===== src/rtl/calc_entry_if.sv =====
// Command-pop, operand display and operation-request signals for calc_entry.
// The master modport is the calc_entry side; slave is the environment side.
interface calc_entry_if #(
  parameter int unsigned DIGITS = 8,
  parameter int unsigned IC_N   = 5
);
  localparam int unsigned LW = $clog2(DIGITS + 1);
  localparam int unsigned BW = 4 * DIGITS;

  logic [IC_N-1:0] cmd;
  logic            ack;
  logic [BW-1:0]   entry_bcd;
  logic [LW-1:0]   entry_len;
  logic            entry_full;
  logic            op_valid;
  logic [2:0]      op_code;
  logic [BW-1:0]   op_operand;
  logic            op_ready;

  modport master (
    input  cmd, op_ready,
    output ack, entry_bcd, entry_len, entry_full, op_valid, op_code, op_operand
  );

  modport slave (
    output cmd, op_ready,
    input  ack, entry_bcd, entry_len, entry_full, op_valid, op_code, op_operand
  );
endinterface


===== src/rtl/calc_entry.sv =====
// Calculator entry stage: pops keypad commands, builds a BCD operand and issues
// operator requests. Optional macro CALC_ENTRY_BACKSPACE_EN turns 'C' into backspace.
module calc_entry #(
  parameter int unsigned DIGITS = 8,
  parameter int unsigned IC_N   = 5
) (
  input logic          clk,
  input logic          rst_n,
  calc_entry_if.master bus
);
  localparam int unsigned LW = $clog2(DIGITS + 1);
  localparam int unsigned BW = 4 * DIGITS;

  typedef enum logic [1:0] {FETCH, EXEC, ISSUE} state_e;

  state_e        state_q, state_d;
  logic [3:0]    code_q, code_d;
  logic          ack_q, ack_d;
  logic [BW-1:0] entry_bcd_q, entry_bcd_d;
  logic [LW-1:0] entry_len_q, entry_len_d;
  logic          op_valid_q, op_valid_d;
  logic [2:0]    op_code_q, op_code_d;
  logic [BW-1:0] op_operand_q, op_operand_d;
  logic          entry_full_c;

  assign entry_full_c = (entry_len_q == LW'(DIGITS));

  always_ff @(posedge clk or negedge rst_n) begin
    if (!rst_n) begin
      state_q      <= FETCH;
      code_q       <= '0;
      ack_q        <= 1'b0;
      entry_bcd_q  <= '0;
      entry_len_q  <= '0;
      op_valid_q   <= 1'b0;
      op_code_q    <= '0;
      op_operand_q <= '0;
    end else begin
      state_q      <= state_d;
      code_q       <= code_d;
      ack_q        <= ack_d;
      entry_bcd_q  <= entry_bcd_d;
      entry_len_q  <= entry_len_d;
      op_valid_q   <= op_valid_d;
      op_code_q    <= op_code_d;
      op_operand_q <= op_operand_d;
    end
  end

  always_comb begin
    state_d      = state_q;
    code_d       = code_q;
    ack_d        = 1'b0;
    entry_bcd_d  = entry_bcd_q;
    entry_len_d  = entry_len_q;
    op_valid_d   = op_valid_q;
    op_code_d    = op_code_q;
    op_operand_d = op_operand_q;

    case (state_q)
      FETCH: begin
        if (bus.cmd[IC_N-1]) begin
          code_d  = bus.cmd[3:0];
          ack_d   = 1'b1;
          state_d = EXEC;
        end
      end
      // Command input is not looked at here, so a held command pops only once.
      EXEC: begin
        state_d = FETCH;
        if (code_q <= 4'd9) begin
          if (!entry_full_c && !((entry_len_q == '0) && (code_q == 4'd0))) begin
            entry_bcd_d = {entry_bcd_q[BW-5:0], code_q};
            entry_len_d = entry_len_q + LW'(1);
          end
        end else begin
`ifdef CALC_ENTRY_BACKSPACE_EN
          if ((code_q == 4'd15) && (entry_len_q != '0)) begin
            entry_bcd_d = entry_bcd_q >> 4;
            entry_len_d = entry_len_q - LW'(1);
          end else
`endif
          begin
            op_valid_d   = 1'b1;
            op_code_d    = 3'(code_q - 4'd10);
            op_operand_d = (code_q == 4'd15) ? '0 : entry_bcd_q;
            entry_bcd_d  = '0;
            entry_len_d  = '0;
            state_d      = ISSUE;
          end
        end
      end
      ISSUE: begin
        if (bus.op_ready) begin
          op_valid_d = 1'b0;
          state_d    = FETCH;
        end
      end
      default: state_d = FETCH;
    endcase
  end

  assign bus.ack        = ack_q;
  assign bus.entry_bcd  = entry_bcd_q;
  assign bus.entry_len  = entry_len_q;
  assign bus.entry_full = entry_full_c;
  assign bus.op_valid   = op_valid_q;
  assign bus.op_code    = op_code_q;
  assign bus.op_operand = op_operand_q;
endmodule


===== src/flat_wrapper.sv =====
// flat-port wrapper written by rule: the top's interface ports become plain ports
module calc_entry_flat 
#(
  parameter int unsigned DIGITS = 8,
  parameter int unsigned IC_N   = 5
)
  (clk, rst_n, bus_cmd, bus_op_ready, bus_ack, bus_entry_bcd, bus_entry_len, bus_entry_full, bus_op_valid, bus_op_code, bus_op_operand);
  calc_entry_if #(.DIGITS(DIGITS), .IC_N(IC_N)) bus_i ();
  input logic clk;
  input logic rst_n;
  input wire logic [$bits(bus_i.cmd)-1:0] bus_cmd;
  input wire logic [$bits(bus_i.op_ready)-1:0] bus_op_ready;
  output wire logic [$bits(bus_i.ack)-1:0] bus_ack;
  output wire logic [$bits(bus_i.entry_bcd)-1:0] bus_entry_bcd;
  output wire logic [$bits(bus_i.entry_len)-1:0] bus_entry_len;
  output wire logic [$bits(bus_i.entry_full)-1:0] bus_entry_full;
  output wire logic [$bits(bus_i.op_valid)-1:0] bus_op_valid;
  output wire logic [$bits(bus_i.op_code)-1:0] bus_op_code;
  output wire logic [$bits(bus_i.op_operand)-1:0] bus_op_operand;
  assign bus_i.cmd = bus_cmd;
  assign bus_i.op_ready = bus_op_ready;
  assign bus_ack = bus_i.ack;
  assign bus_entry_bcd = bus_i.entry_bcd;
  assign bus_entry_len = bus_i.entry_len;
  assign bus_entry_full = bus_i.entry_full;
  assign bus_op_valid = bus_i.op_valid;
  assign bus_op_code = bus_i.op_code;
  assign bus_op_operand = bus_i.op_operand;
  calc_entry #(.DIGITS(DIGITS), .IC_N(IC_N)) u_core (.clk(clk), .rst_n(rst_n), .bus(bus_i));
endmodule

===== config.mk =====
export PLATFORM = sky130hd
export DESIGN_NAME = calc_entry_flat
export DESIGN_NICKNAME = d
export VERILOG_FILES = /design/src/rtl/calc_entry_if.sv /design/src/rtl/calc_entry.sv /design/src/flat_wrapper.sv
export SDC_FILE = /design/constraint.sdc
export NUM_CORES = 1
export LEC_CHECK = 0
export CAP_MARGIN = 40
export CORE_UTILIZATION = 51
export DETAILED_ROUTE_END_ITERATION = 10
export PLACE_DENSITY = 0.87
export REMOVE_ABC_BUFFERS = 1
export SKIP_CTS_REPAIR_TIMING = 1
export SLEW_MARGIN = 20
export SYNTH_ARGS = -nofsm -noshare
export SYNTH_HDL_FRONTEND = slang
export SYNTH_SLANG_ARGS = --single-unit

===== constraint.sdc =====
create_clock -name clk -period 3.7 [get_ports clk]
set_input_delay 0.555 -clock clk [delete_from_list [all_inputs] [get_ports clk]]
set_output_delay 0.555 -clock clk [all_outputs]
set_load 0.02 [all_outputs]

After elaboration in Yosys (flattened, before gate mapping)
Index checks and enable logic that the tools add are counted.
{"block": "classes", "n_lt_le_gt_ge": 1, "bitwise_logic": 1, "eq_ne": 8, "mux": 14, "n_reduce_logical": 13, "addsub": 2}
{"operator": "two-way mux 32 bit", "n": 3}
{"operator": "equality test 4 bit, second input constant", "n": 2}
{"operator": "zero test 4 bit", "n": 2}
{"operator": "two-way mux 4 bit", "n": 2}
{"operator": "!= test 2 bit, second input constant", "n": 4}
{"operator": "AND reduction 2 bit", "n": 4}
{"operator": "two-way mux 2 bit", "n": 3}
{"operator": "one-hot mux 2 bit (3 select lines)", "n": 1}
{"operator": "adder 4 x 1 -> 4 bit, second input constant", "n": 1}
{"operator": "less-or-equal comparator 4 bit, second input constant", "n": 1}
{"operator": "two-way mux 1 bit", "n": 4}
{"operator": "AND reduction 3 bit", "n": 1}
{"operator": "subtractor 3 x 2 -> 3 bit, second input constant", "n": 1}
{"operator": "equality test 2 x 1 -> 1 bit, second input constant", "n": 1}
{"operator": "equality test 2 bit, second input constant", "n": 1}
{"operator": "logical AND 1 bit", "n": 2}
{"operator": "zero test 1 bit", "n": 2}
{"operator": "zero test 2 bit", "n": 1}
{"operator": "one-hot mux 1 bit (2 select lines)", "n": 1}
{"operator": "nonzero test 2 bit", "n": 1}
{"operator": "inverter 1 bit", "n": 1}
{"block": "totals", "output_inout_bits": 74, "in_bits": 8, "register_bits": 79, "elab_cells": 47}

Depth between registers and ports, before layout
{"block": "depth", "ltp_word": 6, "ltp_mapped": 6, "ltp_nobuf": 6}

Worst setup path before layout
No wires, ideal clock.
{"block": "synth_timing", "path_type": "register to output", "start": "register u_core.entry_len_q[0], in the netlist u_core.bus.entry_len[0]", "end": "output bus_entry_full", "stages_incl_launch_ff": 5, "t_arrival_ns": 1.186, "path_slack_ns": 1.959, "path_buffers": 0, "required_ns": 3.145, "cell_sequence": "dfrtp_1 -> inv_1 -> ha_1 -> nand2b_1 -> nor2_1"}
{"block": "synth_between", "elab_chain_len": 1}
{"item": "start: declaration", "line": "calc_entry.sv:20", "source": "logic [LW-1:0] entry_len_q, entry_len_d;"}
{"item": "start signal: assignment", "line": "calc_entry.sv:43", "source": "entry_len_q <= entry_len_d;"}
{"item": "equality test 4 bit", "line": "calc_entry.sv:26", "source": "assign entry_full_c = (entry_len_q == LW'(DIGITS));"}
{"item": "end: declaration", "line": "flat_wrapper.sv:16", "source": "output wire logic [$bits(bus_i.entry_full)-1:0] bus_entry_full;"}
Every way passes these cells.

Final worst setup path
Ends and elaborated chain as after synthesis.

==> summary.log <==
qor: outcome.run_status completed
qor: critical_path.cp_slowest_stage_delay 630 ps
qor: synthesis.synth_cell_types 28
qor: flow_run.timing.max_cap.violations 0
qor: sta.setup-tns-final 0 ps
qor: synthesis.synth-edff-count 0
qor: power.p_leak 1.84 nW
qor: clocking.cts.path.max_buffers 2
qor: synthesis.netlist_top_cells_count 79 x sky130_fd_sc_hd__dfrtp_1, 63 x sky130_fd_sc_hd__a22o_1, 8 x sky130_fd_sc_hd__mux2_2, 7 x sky130_fd_sc_hd__nand2_1, 7 x sky130_fd_sc_hd__o21ai_0
qor: sta.setup_repair_after_global_routing_missed_its_margin no
qor: clocking.clk_pin_slew_worst_paths 80 ps
qor: power.seqPwrFrac 40.2%
qor: synthesis.async_reset_ff_share 100%
qor: place.gp_congestion 0.893
qor: synthesis.post_synth_design_cell_area 3060 sq um
qor: synthesis.post-synth-top-count-cell sky130_fd_sc_hd__dfrtp_1
qor: layout.drive_above_1_share 11.8%
qor: floorplan.num_io_pins 82
qor: global_route.gr-usage-all-layers 21.6%
qor: sta.finalSetupViolCount 0
qor: layout.synthToLayoutAreaGrowth 33.8%
qor: clocking.cts_tree built
qor: clocking.clock-sinks 79
qor: power.ir_drop 0.520 mV
qor: sta.worst_slew_pin_slew 768 ps
qor: sta.period_share 68.9%
qor: sta.hold_viol_final 0
qor: sta.setup_skew 6.93 ps
qor: critical_path.crit_fanout 4
qor: sta.drv_slew 0
qor: clocking.clock_root_buffer sky130_fd_sc_hd__clkbuf_8
qor: floorplan.die-height 79.4 microns
qor: drt.via_total_after_detailed_routing 2118
qor: synthesis.ys_ff_latch 79
qor: critical_path.critPathBufInv 2
qor: synthesis.yosys_warnings 0
qor: floorplan.core 5640 sq um
qor: drt.wl_per_cell 17.1 microns
qor: power.net-switching-power 1.39 mW
qor: drt.drt_first_pass_iters 4
qor: floorplan.die-area 6310 sq um
qor: power.power 3.57 mW
qor: layout.net_count_of_the_finished_layout 302
qor: power.power.internal 2.18 mW
qor: critical_path.cp_data_arrival_time 1990 ps
qor: floorplan.start_util 54.2%
qor: global_route.grt_pass1_wl 10300 microns
qor: global_route.global_route.peak_usage_layer met2
qor: clocking.clock_insertion_delay_worst_skew 340 ps
qor: critical_path.cp_cell_sequence inv_1, ha_1, nand2b_1, nor2_1, clkdlybuf4s50_1
qor: min_path.worstHoldPathType input pin to async pin
qor: sta.achievable_freq 392 MHz
qor: sta.timing.max_slew.rel_slack 48.7%
qor: sta.layout_min_cycle_time 2550 ps
qor: critical_path.wp_data_required 3140 ps
qor: drt.detail_route.drc_violations 0
qor: drt.antenna_violating_nets_post_route 0
qor: floorplan.core.rowCount 27
qor: synthesis.netlist.top_cell.by_area sky130_fd_sc_hd__dfrtp_1
qor: synthesis.synth_cells 210
qor: power.power_frac_clock 15.2%
qor: critical_path.worstSetupEndpointType output pin
qor: synthesis.seq_area_frac_synth 64.6%
qor: synthesis.commonest_register_cell_after_synthesis sky130_fd_sc_hd__dfrtp_1
qor: place.place_hpwl 4160 microns
qor: global_route.groute.layer.met1.usage 30.9%
qor: critical_path.timing_worst_setup_path_type flop to output pin
qor: power.switching_share 39.1%
qor: global_route.maximum_number_of_pins_on_one_net_before_global_route_repair 58
qor: synthesis.synth.area.top_cells sky130_fd_sc_hd__dfrtp_1 65%, sky130_fd_sc_hd__a22o_1 18%, sky130_fd_sc_hd__mux2_2 2.9%
qor: drt.post_drt_via_cell_ratio 5.76
qor: global_route.antenna_found_initial 0
qor: critical_path.worst_path_dominant_cell_family buffers and inverters
qor: floorplan.chipWidth 79.4 microns
qor: layout.num_antenna_cells 0
qor: synthesis.syn-mean-instance-area 14.6 sq um
qor: critical_path.slowest_stage sky130_fd_sc_hd__clkdlybuf4s50_1
qor: global_route.met2_usage 32.8%
qor: critical_path.worst_setup_path_start_kind flop
qor: global_route.grt_pass1_vias 1991
qor: synthesis.yosys.area.top_type_share 64.6%
qor: power.combinationalPowerShare 44.6%
qor: global_route.global_route_overflow 0
qor: global_route.global_route.usage.met3 3.31%
qor: power.pwr_dens 872 nW/um^2
qor: clocking.cts_made_buffers 9
qor: place.portBuffers 81
qor: drt.routed_wirelength 6310 microns
qor: clocking.htree_levels 3
qor: drt.drt_iter0_markers 194
## per-stage QoR
step                      instances  setup WS [ps]  utilization (%)  instance area [sq um]  hold slack [ps]
after detailed placement        351           1390             68.7                   3870              472
after global placement          350           1450             68.2                   3850              482
after global routing            368           1000             72.5                   4090              119
final                           368           1150             72.5                   4090             99.9
after CTS                       366           1160             71.6                   4040             97.9
after floorplan                 196           1500                -                   2940              259
## worst reg2reg max path: cells and delay by family (launching register included)
kind                   cells  cell delay, ps
buffers and inverters      1             210
and+or+nand+nor            2             770
DFF                        1             430
AOI/OAI and AO/OA          2             510
## state kept, by name, indices dropped and copies added, names as in the netlist
name and cells:
u_core.bus.op_code 3, u_core.state_q 2, u_core.bus.ack 1, u_core.bus.op_valid 1, u_core.bus.entry_len 4, u_core.bus.entry_bcd 32, u_core.bus.op_operand 32, u_core.code_q 4
## cell type report
type	instances	area (sq um)
inverter	4	15.0
clock buffer	11	141
fill	375	1550
sequential	79	1980
multi-input combinational	113	948
clock inverter	4	22.5
tap	72	90.1
timing repair buffer	85	898
## routing by layer
metal	vias up	part of all wire, %
met2	73	48
met5	-	0
met4	0	1.4
li1	958	-
met1	1078	46
met3	9	4.8
## path summary, 6_finish.rpt
path                                                 from                         to  slack [ps]  cells past startpoint
worst max-delay path              u_core.bus.entry_len[0]             bus_entry_full        1150                      5
worst min-delay path                                rst_n  u_core.bus.op_operand[28]         100                      1
worst max register to register          u_core.state_q[1]  u_core.bus.op_operand[23]        1720                      5
worst min register to register  u_core.bus.op_operand[17]  u_core.bus.op_operand[17]         510                      1
max in group asynchronous                           rst_n  u_core.bus.op_operand[11]        3040                      2
min in group clk                u_core.bus.op_operand[17]  u_core.bus.op_operand[17]         510                      1
## power groups by stage
stage | clock network, mW | logic [mW] | registers [mW]
global placement | 0 | 1.50 | 1.43
CTS | 0.555 | 1.55 | 1.43
global route | 0.590 | 1.69 | 1.47
finish | 0.543 | 1.59 | 1.43
detailed placement | 0 | 1.55 | 1.44
floorplan | 0 | 0.562 | 1.69
## layout by cell type, fill, tap and decap left out, drive strengths merged, types with 4 or more instances in the layout
master	n
o21ai	8
nand2	7
buf	5
inv	4
clkbuf	11
mux2	8
clkdlybuf4s50	80
dfrtp	79
nor2b	4
a22o	63
## logic make-up (layout without fill, tap and decap cells)
| group | after synthesis | count (layout) | share of synthesized area, % |
|---|---|---|---|
| flops | 79 | 79 | 64.6 |
| compound gates | 78 | 78 | 22.2 |
| simple gates | 25 | 25 | 5.03 |
| buf+inv | 18 | 104 | 4.34 |
| mux | 8 | 8 | 2.95 |
| fa+ha+maj | 2 | 2 | 0.818 |
Power figures use the tool's default switching activity.
